$ cat config.mk
export PLATFORM = sky130hd
export DESIGN_NAME = im2_intctl
export DESIGN_NICKNAME = d
export VERILOG_FILES = /design/src/rtl/im2_intctl_pkg.sv /design/src/rtl/im2_intctl_reti_decoder.sv /design/src/rtl/im2_intctl.sv
export SDC_FILE = /design/constraint.sdc
export NUM_CORES = 1
export LEC_CHECK = 0
export CORE_UTILIZATION = 39
export CTS_CLUSTER_DIAMETER = 50
export DETAILED_ROUTE_END_ITERATION = 6
export GPL_TIMING_DRIVEN = 0
export PLACE_DENSITY = 0.81
export SKIP_LAST_GASP = 1
export SLEW_MARGIN = 20
export SYNTH_ARGS = -nofsm -noshare
export SYNTH_HDL_FRONTEND = slang
export SYNTH_SLANG_ARGS = --single-unit
$ cat constraint.sdc
create_clock -name clk28 -period 2.88 [get_ports clk28]
set_input_delay 0.432 -clock clk28 [delete_from_list [all_inputs] [get_ports clk28]]
set_output_delay 0.432 -clock clk28 [all_outputs]
set_load 0.01 [all_outputs]
$ cat src/rtl/im2_intctl_pkg.sv
// Shared types for the IM2 interrupt responder: RETI decoder states, opcode bytes, bit helper.
// No logic, no latency; nothing here applies backpressure.
package common;

    typedef enum logic {
        IDLE   = 1'b0,
        SAW_ED = 1'b1
    } reti_state_t;

    localparam logic [7:0] OP_ED    = 8'hED;
    localparam logic [7:0] OP_RETI2 = 8'h4D;

    // Isolates the lowest set bit (zero in, zero out).
    function automatic logic [7:0] lowest_set(input logic [7:0] v);
        return v & (~v + 8'd1);
    endfunction

endpackage

$ cat src/rtl/im2_intctl_reti_decoder.sv
// Watches opcode fetches for ED,4D and emits a one-cycle reti pulse as the 4D fetch ends.
// Latency: pulse in the first clk28 after the fetch strobes drop; no backpressure.
module reti_decoder
    import common::*;
(
    input  logic       clk28,
    input  logic       rst,
    input  logic       m1,
    input  logic       mreq,
    input  logic       rd,
    input  logic [7:0] d_in,
    output logic       reti
);

    logic        fetch;
    logic        fetch_q;
    logic        fetch_end;
    logic [7:0]  op;
    reti_state_t state;
    reti_state_t state_nxt;

    // INTA M1 cycles carry iorq rather than mreq, so they never look like a fetch.
    assign fetch     = m1 & mreq & rd;
    assign fetch_end = fetch_q & ~fetch;

    always_ff @(posedge clk28) begin
        if (rst) begin
            fetch_q <= 1'b0;
            op      <= 8'h00;
        end else begin
            fetch_q <= fetch;
            if (fetch) begin
                op <= d_in;
            end
        end
    end

    always_ff @(posedge clk28) begin
        if (rst) begin
            state <= IDLE;
        end else begin
            state <= state_nxt;
        end
    end

    always_comb begin
        state_nxt = state;
        if (fetch_end) begin
            case (state)
                IDLE:    state_nxt = (op == OP_ED) ? SAW_ED : IDLE;
                SAW_ED:  state_nxt = (op == OP_ED) ? SAW_ED : IDLE;
                default: state_nxt = IDLE;
            endcase
        end
    end

    always_comb begin
        reti = 1'b0;
        if (fetch_end && (state == SAW_ED) && (op == OP_RETI2)) begin
            reti = 1'b1;
        end
    end

endmodule

$ cat src/rtl/im2_intctl.sv
// Z80 IM2 responder: latches requests, drives prioritised n_int, answers INTA with a vector.
// Req->pend 2 clk28, n_int on next clkcpu_ck; IM2_INTCTL_NESTING_EN adds isr + RETI decode; no backpressure.
module im2_intctl
    import common::*;
#(
    parameter int unsigned SOURCES     = 3,
    parameter logic [7:0]  VECTOR_BASE = 8'hF0
) (
    input  logic               clk28,
    input  logic               rst,
    input  logic               clkcpu_ck,
    input  logic               m1,
    input  logic               mreq,
    input  logic               iorq,
    input  logic               rd,
    input  logic [7:0]         d_in,
    input  logic [SOURCES-1:0] req,
    input  logic [SOURCES-1:0] mask,
    output logic               n_int,
    output logic [7:0]         d_out,
    output logic               d_oe,
    output logic [SOURCES-1:0] ack
);

    localparam int unsigned SEL_W = (SOURCES > 1) ? $clog2(SOURCES) : 1;

    logic [SOURCES-1:0] req_s;
    logic [SOURCES-1:0] req_q;
    logic [SOURCES-1:0] pend;
    logic [SOURCES-1:0] isr_v;
    logic [SOURCES-1:0] grant;
    logic [SEL_W-1:0]   sel;
    logic [SEL_W-1:0]   cand;
    logic               cand_vld;
    logic               blocked;
    logic               inta;
    logic               freeze;

    assign inta   = m1 & iorq;
    // d_oe doubles as "this INTA has already been answered".
    assign freeze = inta & clkcpu_ck & ~d_oe;
    assign d_out  = VECTOR_BASE | {{(7 - SEL_W){1'b0}}, sel, 1'b0};

    // An in-service bit at or above a source's priority hides it and everything below.
    always_comb begin
        cand_vld = 1'b0;
        cand     = SEL_W'(SOURCES - 1);
        blocked  = 1'b0;
        for (int i = 0; i < SOURCES; i++) begin
            blocked = blocked | isr_v[i];
            if (!cand_vld && !blocked && pend[i] && mask[i]) begin
                cand_vld = 1'b1;
                cand     = SEL_W'(i);
            end
        end
    end

    always_comb begin
        grant = '0;
        if (freeze && cand_vld) begin
            grant = SOURCES'(1) << cand;
        end
    end

    always_ff @(posedge clk28) begin
        if (rst) begin
            req_s <= '0;
            req_q <= '0;
            pend  <= '0;
            n_int <= 1'b1;
            d_oe  <= 1'b0;
            sel   <= '0;
            ack   <= '0;
        end else begin
            req_s <= req;
            req_q <= req_s;
            pend  <= (pend & ~grant) | (req_s & ~req_q);
            ack   <= grant;
            d_oe  <= inta & (freeze | d_oe);
            if (clkcpu_ck) begin
                n_int <= ~cand_vld;
            end
            if (freeze) begin
                sel <= cand;
            end
        end
    end

`ifdef IM2_INTCTL_NESTING_EN
    logic               reti;
    logic [SOURCES-1:0] isr;
    logic [SOURCES-1:0] reti_clr;

    reti_decoder u_reti_decoder (
        .clk28 (clk28),
        .rst   (rst),
        .m1    (m1),
        .mreq  (mreq),
        .rd    (rd),
        .d_in  (d_in),
        .reti  (reti)
    );

    // RETI retires the highest-priority level in service, judged before this cycle's grant.
    assign reti_clr = reti ? SOURCES'(lowest_set(8'(isr))) : '0;

    always_ff @(posedge clk28) begin
        if (rst) begin
            isr <= '0;
        end else begin
            isr <= (isr & ~reti_clr) | grant;
        end
    end

    assign isr_v = isr;
`else
    logic unused_bus;

    assign isr_v      = '0;
    assign unused_bus = ^{mreq, rd, d_in};
`endif

endmodule

# --- Word level (Yosys, flattened, before mapping) ---
# Cells that the tools add are included.
# W data, S select, Z words.
totals:
  reg_bits: 16
  input_bits: 21
  wordCells: 35
classes:
  shift: 1
  n_mux: 7
  bitwise: 12
  n_reduce_logical: 8
ops:
  columns: ["cell", "n"]
  rows:
  - ["$and A3 B3 Y3", 2]
  - ["$logic_and A1 B1 Y1", 6]
  - ["$mux W2", 3]
  - ["$not A3 Y3", 2]
  - ["$and A1 B1 Y1", 4]
  - ["$mux W1", 3]
  - ["$mux W3", 1]
  - ["$or A3 B3 Y3", 1]
  - ["$shl A1 B2 Y3 const A", 1]
  - ["$logic_not A1 Y1", 2]
  - ["$not A1 Y1", 2]
  - ["$or A1 B1 Y1", 1]

# --- Longest topological paths before layout ---
# Gate-level depths: netlist of run 1.
logic_depth:
  word_depth: 15
  depth_mapped: 3
  mapped_depth_nobuf: 3

# --- Worst setup path after synthesis of run 1 ---
# No wires, ideal clock.
synth_timing:
  path_type: "input to register"
  start: "in clkcpu_ck"
  end: "reg pend[1]"
  setup_time_ns: 0.117
  arrival_ns: 1.218
  t_required_ns: 2.763
  setup_slack_ns: 1.545
  cell_stages: 3
  n_path_buf: 0
  cell_sequence: "nand4b_4 -> or3b_1 -> a32o_1"
synth_between:
  elab_chain_cells: 7
synth_rtl:
  columns: ["element", "line_no", "text"]
  rows:
  - ["from (decl)", "im2_intctl.sv:11", "input logic clkcpu_ck,"]
  - ["$and A1 B1 Y1 (2 in series)", "im2_intctl.sv:41", "assign freeze = inta & clkcpu_ck & ~d_oe;"]
  - ["$logic_and A1 B1 Y1", "im2_intctl.sv:60", "if (freeze && cand_vld) begin"]
  - ["$mux W3", "im2_intctl.sv:60", null]
  - ["$not A3 Y3", "im2_intctl.sv:77", "pend <= (pend & ~grant) | (req_s & ~req_q);"]
  - ["$and A3 B3 Y3", "im2_intctl.sv:77", null]
  - ["$or A3 B3 Y3", "im2_intctl.sv:77", null]
  - ["to (signal assigned)", "im2_intctl.sv:77", null]
  - ["to (decl)", "im2_intctl.sv:29", "logic [SOURCES-1:0] pend;"]
# No other way between the ends.
# A chain may end at the register's enable or synchronous reset.

# --- Worst setup path after layout of run 1 ---
# Same ends and word-level chain as after synthesis.

==> results of run 1 <==
worst max-delay path: stages:
cell and delay, ns:
clkdlybuf4s50_1 0.58, nand4b_4 0.19, or3b_1 0.43, a32o_1 0.27
power by group through the flow:
stage                     clock network (mW)  registers (mW)  logic, mW
after floorplan                            0           0.244     0.0329
after global placement                     0           0.243     0.0593
after detailed placement                   0           0.244     0.0603
after CTS                              0.113           0.239     0.0607
after global routing                   0.126           0.240     0.0683
final                                  0.108           0.239     0.0603
metal layers:
| metal | vias to the layer above | share of wire [%] | GRT usage [%] |
|---|---|---|---|
| met5 | - | 0 | 0 |
| li1 | 241 | - | - |
| met1 | 203 | 44 | 17.11 |
| met4 | 0 | 0.60 | 7.258 |
| met3 | 2 | 7.0 | 4.787 |
| met2 | 18 | 49 | 25.39 |
kinds of logic after synthesis:
| kind of cell | share of synthesized area [%] |
|---|---|
| flip-flops | 53.00 |
| buffers and inverters | 10.56 |
| multiplexers | 1.656 |
| AND/OR/NAND/NOR | 24.02 |
| other | 1.243 |
| AO/OA/AOI/OAI | 9.523 |
cell usage after synthesis, types with 2 or more instances:
cell type	instances
nor3_1	2
nand2b_1	2
nand3_1	3
dfxtp_1	16
nor2b_1	7
a21oi_1	2
buf_4	6
conb_1	2
a22oi_1	2
nand2_1	4
nor2_1	2
inv_1	4
path summary, 6_finish.rpt:
check                 end
setup / recovery  pend[1]
hold / removal     sel[0]
setup reg to reg  pend[1]
hold reg to reg    sel[0]
cell type report:
| cell class | count | area (um2) | area share [%] |
|---|---|---|---|
| Sequential cell | 16 | 320.3 | 38.55 |
| Buffer | 7 | 48.80 | 5.873 |
| Multi-Input combinational cell | 38 | 235.2 | 28.31 |
| Inverter | 4 | 15.01 | 1.807 |
| Clock buffer | 3 | 22.52 | 2.711 |
| Timing Repair Buffer | 17 | 170.2 | 20.48 |
| Tap cell | 15 | 18.77 | 2.259 |
sequential cells by signal (all words and copies together), names as in the netlist:
register and flops:
ack 3, n_int 1, req_s 3, pend 3, req_q 3, d_oe 1, sel 2
through the flow:
stage               total power, mW  cell area [um2]
CTS                          0.4120            830.8
global placement             0.3026            808.3
global route                 0.4345            830.8
finish                       0.4069            830.8
detailed placement           0.3040            808.3
floorplan                    0.2768            619.3
==> out/summary.txt, run 1 <==
outcome = finished clean
# Post-CTS Setup Buffers = 0
Filler Cells Inserted = 126
clock transition at the registers of the reported paths = 0.09 ns
hold path startpoint = sel[0]
share of post-route cells with drive strength above 1 = 12.94%
Die Wd = 41.37 um
Mean Syn Cell Area = 9.907 um2
final setup fails = 0
Area Overhead vs Synth = 37.47%
FF-to-FF setup slack = 1.52 ns
max cap viols = 0
DRC viols = 0
Die H = 41.37 um
asr flop ratio synth = 0%
commonest non-fill, non-tap cell in the layout = clkdlybuf4s50_1
Seq pwr share = 58.6%
Max Transition Viols Final = 0
Worst Path Class, Setup = in2reg
hold bufs inserted after CTS = 0
Clock Latency Late Sink = 0.27 ns
GRT Residual Overflow = 0
DR WL/cell = 9.970 um
Max Freq = 0.5805 GHz
Yosys top cell area share = 53.00%
worst setup path start = clkcpu_ck
class of the worst hold path = reg2reg
maximum vdd drop = 349.2 uV
antenna cell count = 0
# IOs = 34
drt total wl = 997 um
clock buffer depth = 2
GPL Wtd Cong = 0.7133
Final Core Density = 60.81%
cell area power density = 489.8 mW/mm2
Required @ worst endpoint = 3.05 ns
CTS sink count = 16
Final Hold Viols = 0
Logic pwr share = 14.8%
DP Cell Count = 97
YS warnings = 0
H-tree levels = 1
synth top area cells = dfxtp_1, buf_4, nor2b_1, nand4b_4, nand3_1
root buf cell = clkbuf_4
Worst Hold Depth = 2
Fin Hold WS = 0.4590 ns
initial antenna violation count = 0
routed vias = 464
R2R cell count = 3
reg2reg start = d_oe
Syn Inst Count = 61
antenna viol nets, final = 0
first-pass GRT wire length = 1649 um
post-placement setup slack = 0.8502 ns
Post-layout nets = 108
gr usage total = 15.07%
Cell Rows = 13
Synth Cell Area = 604.3 um2
commonest non-fill, non-tap cells in the layout = clkdlybuf4s50_1, dfxtp_1, nor2b_1
P_leak = 0.3480 nW
switch share = 22.07%
critical path arrival = 1.89 ns
Synth Flop Type = dfxtp_1
minimum clock period = 1.723 ns
Pint = 0.3171 mW
area leader, netlist = dfxtp_1
Setup TNS = 0 ns
CP Capture Type = flop
Port-buffer cells = 17
Via density = 4.640
clock skew = 0.006233 ns
unrepaired setup endpoints after global routing = no
Post-synth EDFFs = 0
Seq/Total Area, Yosys = 53.00%
Initial Utilization = 44.23%
CTS tree = yes
final non-filler cell total = 100
fin worst setup slack = 1.157 ns
Worst setup SP type = primary input
Detailed Routing Iterations Pass 1 = 1
Crit Path Max Fanout = 8
period utilization = 59.81%
#FFs+latches synth = 16
vias in the first global route = 433
CTS resizes = 0
Post-DP HPWL = 742.3 um
CTS Buf Count = 3
die area = 0.001711 mm2
largest net degree at the start of global routing = 11
core footprint = 0.001366 mm2
clock share of power = 26.6%
initial drt markers = 0
Synth cell types = 21
net switching power = 0.08983 mW
No activity file was read; power rests on OpenSTA's default activity.
==> run 2, diff against run 1 <==
- CORE_UTILIZATION: 39 -> 32
- PLACE_DENSITY: 0.81 -> 0.72
- clock period: 2.88 -> 1.4 ns (I/O delays scaled with it)
==> run 2 against run 1 <==
Compared with the run above:
- routed wire length grew 9.3%
- via count grew 2.8%
- sequential share of layout area shrank 1.3 points
- power grew 110%
- die area grew 21%
- global-route usage shrank 3.2 points
- sequential power grew 110%
- largest power group unchanged
- highest routed layer is now met3
==> out/summary.txt, run 2 (synthesized netlist as in run 1, its figures left out) <==
CTS sink count = 16
drt total wl = 1090 um
vias in the first global route = 394
routed vias = 477
Logic pwr share = 15.1%
Detailed Routing Iterations Pass 1 = 4
minimum clock period = 1.361 ns
net switching power = 0.1867 mW
die area = 0.002066 mm2
Pint = 0.6517 mW
unrepaired setup endpoints after global routing = no
Post-DP HPWL = 829.9 um
commonest non-fill, non-tap cells in the layout = dfxtp_1, clkdlybuf4s50_1, nor2b_1, buf_4, conb_1
total power = 0.8383 mW
class of the worst hold path = in2reg
clock skew = 0.0007618 ns
Seq pwr share = 58.6%
clock transition at the registers of the reported paths = 0.08 ns
maximum vdd drop = 586.3 uV
Max Transition Viols Final = 0
root buf cell = clkbuf_4
core footprint = 0.001745 mm2
final setup fails = 0
initial antenna violation count = 0
Final Hold Viols = 0
Fin Hold WS = 0.2828 ns
Final Core Density = 49.25%
Worst Path Class, Setup = in2reg
largest net degree at the start of global routing = 11
initial drt markers = 10
# IOs = 34
Placed Area = 820.8 um2
outcome = finished clean
antenna cell count = 0
commonest non-fill, non-tap cell in the layout = dfxtp_1
Port-buffer cells = 17
CTS tree = yes
max cap viols = 0
cell area power density = 975.3 mW/mm2
final instance area = 859.6 um2
Area Overhead vs Synth = 42.24%
Via density = 4.297
DP Cell Count = 107
critical path arrival = 1.53 ns
Crit Path Max Fanout = 2
P_leak = 0.3838 nW
switch share = 22.27%
Die Wd = 45.46 um
antenna viol nets, final = 0
Clock Latency Late Sink = 0.27 ns
GRT Residual Overflow = 0
CP Capture Type = flop
DRC viols = 0
gr usage total = 11.82%
Required @ worst endpoint = 1.57 ns
Max Freq = 0.7350 GHz
CTS Buf Count = 3
share of post-route cells with drive strength above 1 = 15.12%
clock share of power = 26.3%
GPL Wtd Cong = 0.7243
final non-filler cell total = 111
Die H = 45.46 um
H-tree levels = 1
first-pass GRT wire length = 1745 um
Worst setup SP type = primary input
Cell Rows = 15
Initial Utilization = 34.62%
period utilization = 97.18%
Post-layout nets = 109
clock buffer depth = 2
DR WL/cell = 9.820 um
hold bufs inserted after CTS = 0
run 2: cell count changes in the layout (fill, tap and decap cells not counted):
| cell | before | now |
|---|---|---|
| clkdlybuf4s50_1 | 17 | 13 |
| dlygate4sd2_1 | 0 | 1 |
| buf_4 | 6 | 7 |
| or3b_1 | 1 | 0 |
| or3b_4 | 0 | 1 |
| dlymetal6s2s_1 | 0 | 3 |
run 2: cell type report:
cell class              instances  area, um2
repair buffers                 18      183.9
inverters                       4      15.01
plain buffers                   7      48.80
flip-flops and latches         16      320.3
multi-input cells              38      237.7
clock buffers                   3      22.52
well taps                      25      31.28
fillers                       166      885.9
run 2: path summary, 6_finish.rpt:
| kind | startpoint | to | slack (ns) | cells past startpoint |
|---|---|---|---|---|
| max | iorq | pend[1] | 0.04 | 4 |
| min | m1 | d_oe | 0.28 | 3 |
| max reg2reg | d_oe | pend[1] | 0.11 | 3 |
| min reg2reg | sel[0] | sel[0] | 0.46 | 2 |
run 2: repair_timing:
action / in CTS / in global routing
resized for setup: 2 / 3
gates cloned: 0 / 0
pin swaps: 1 / 0
setup buffers: 1 / 0
setup endpoints to repair: 1 / 3
run 2: metrics by stage:
stage               setup WS (ns)  setup TNS, ns
finish                    0.03946              0
global route             0.003776              0
CTS                      0.005601              0
detailed placement        -0.4268         -1.046
global placement          -0.3720        -0.9388
floorplan                 0.08600              0
run 2: per-layer routing:
metal,vias up,part of all wire (%),track usage [%]
met5,-,0,0
met4,0,0,1.818
met3,0,10,5.556
met2,28,46,18.00
met1,207,43,15.44
li1,242,-,-
run 2: power by group through the flow:
| stage | Combinational [mW] | Sequential [mW] | Clock [mW] |
|---|---|---|---|
| after floorplan | 0.0676 | 0.502 | 0 |
| after global placement | 0.123 | 0.500 | 0 |
| after detailed placement | 0.126 | 0.502 | 0 |
| after CTS | 0.128 | 0.491 | 0.232 |
| after global routing | 0.139 | 0.494 | 0.247 |
| final | 0.126 | 0.491 | 0.221 |
run 2: critical path, stage by stage:
cell             delay [ns]
clkdlybuf4s50_1        0.52
nand4b_4               0.12
or3b_4                 0.41
a32o_1                 0.26
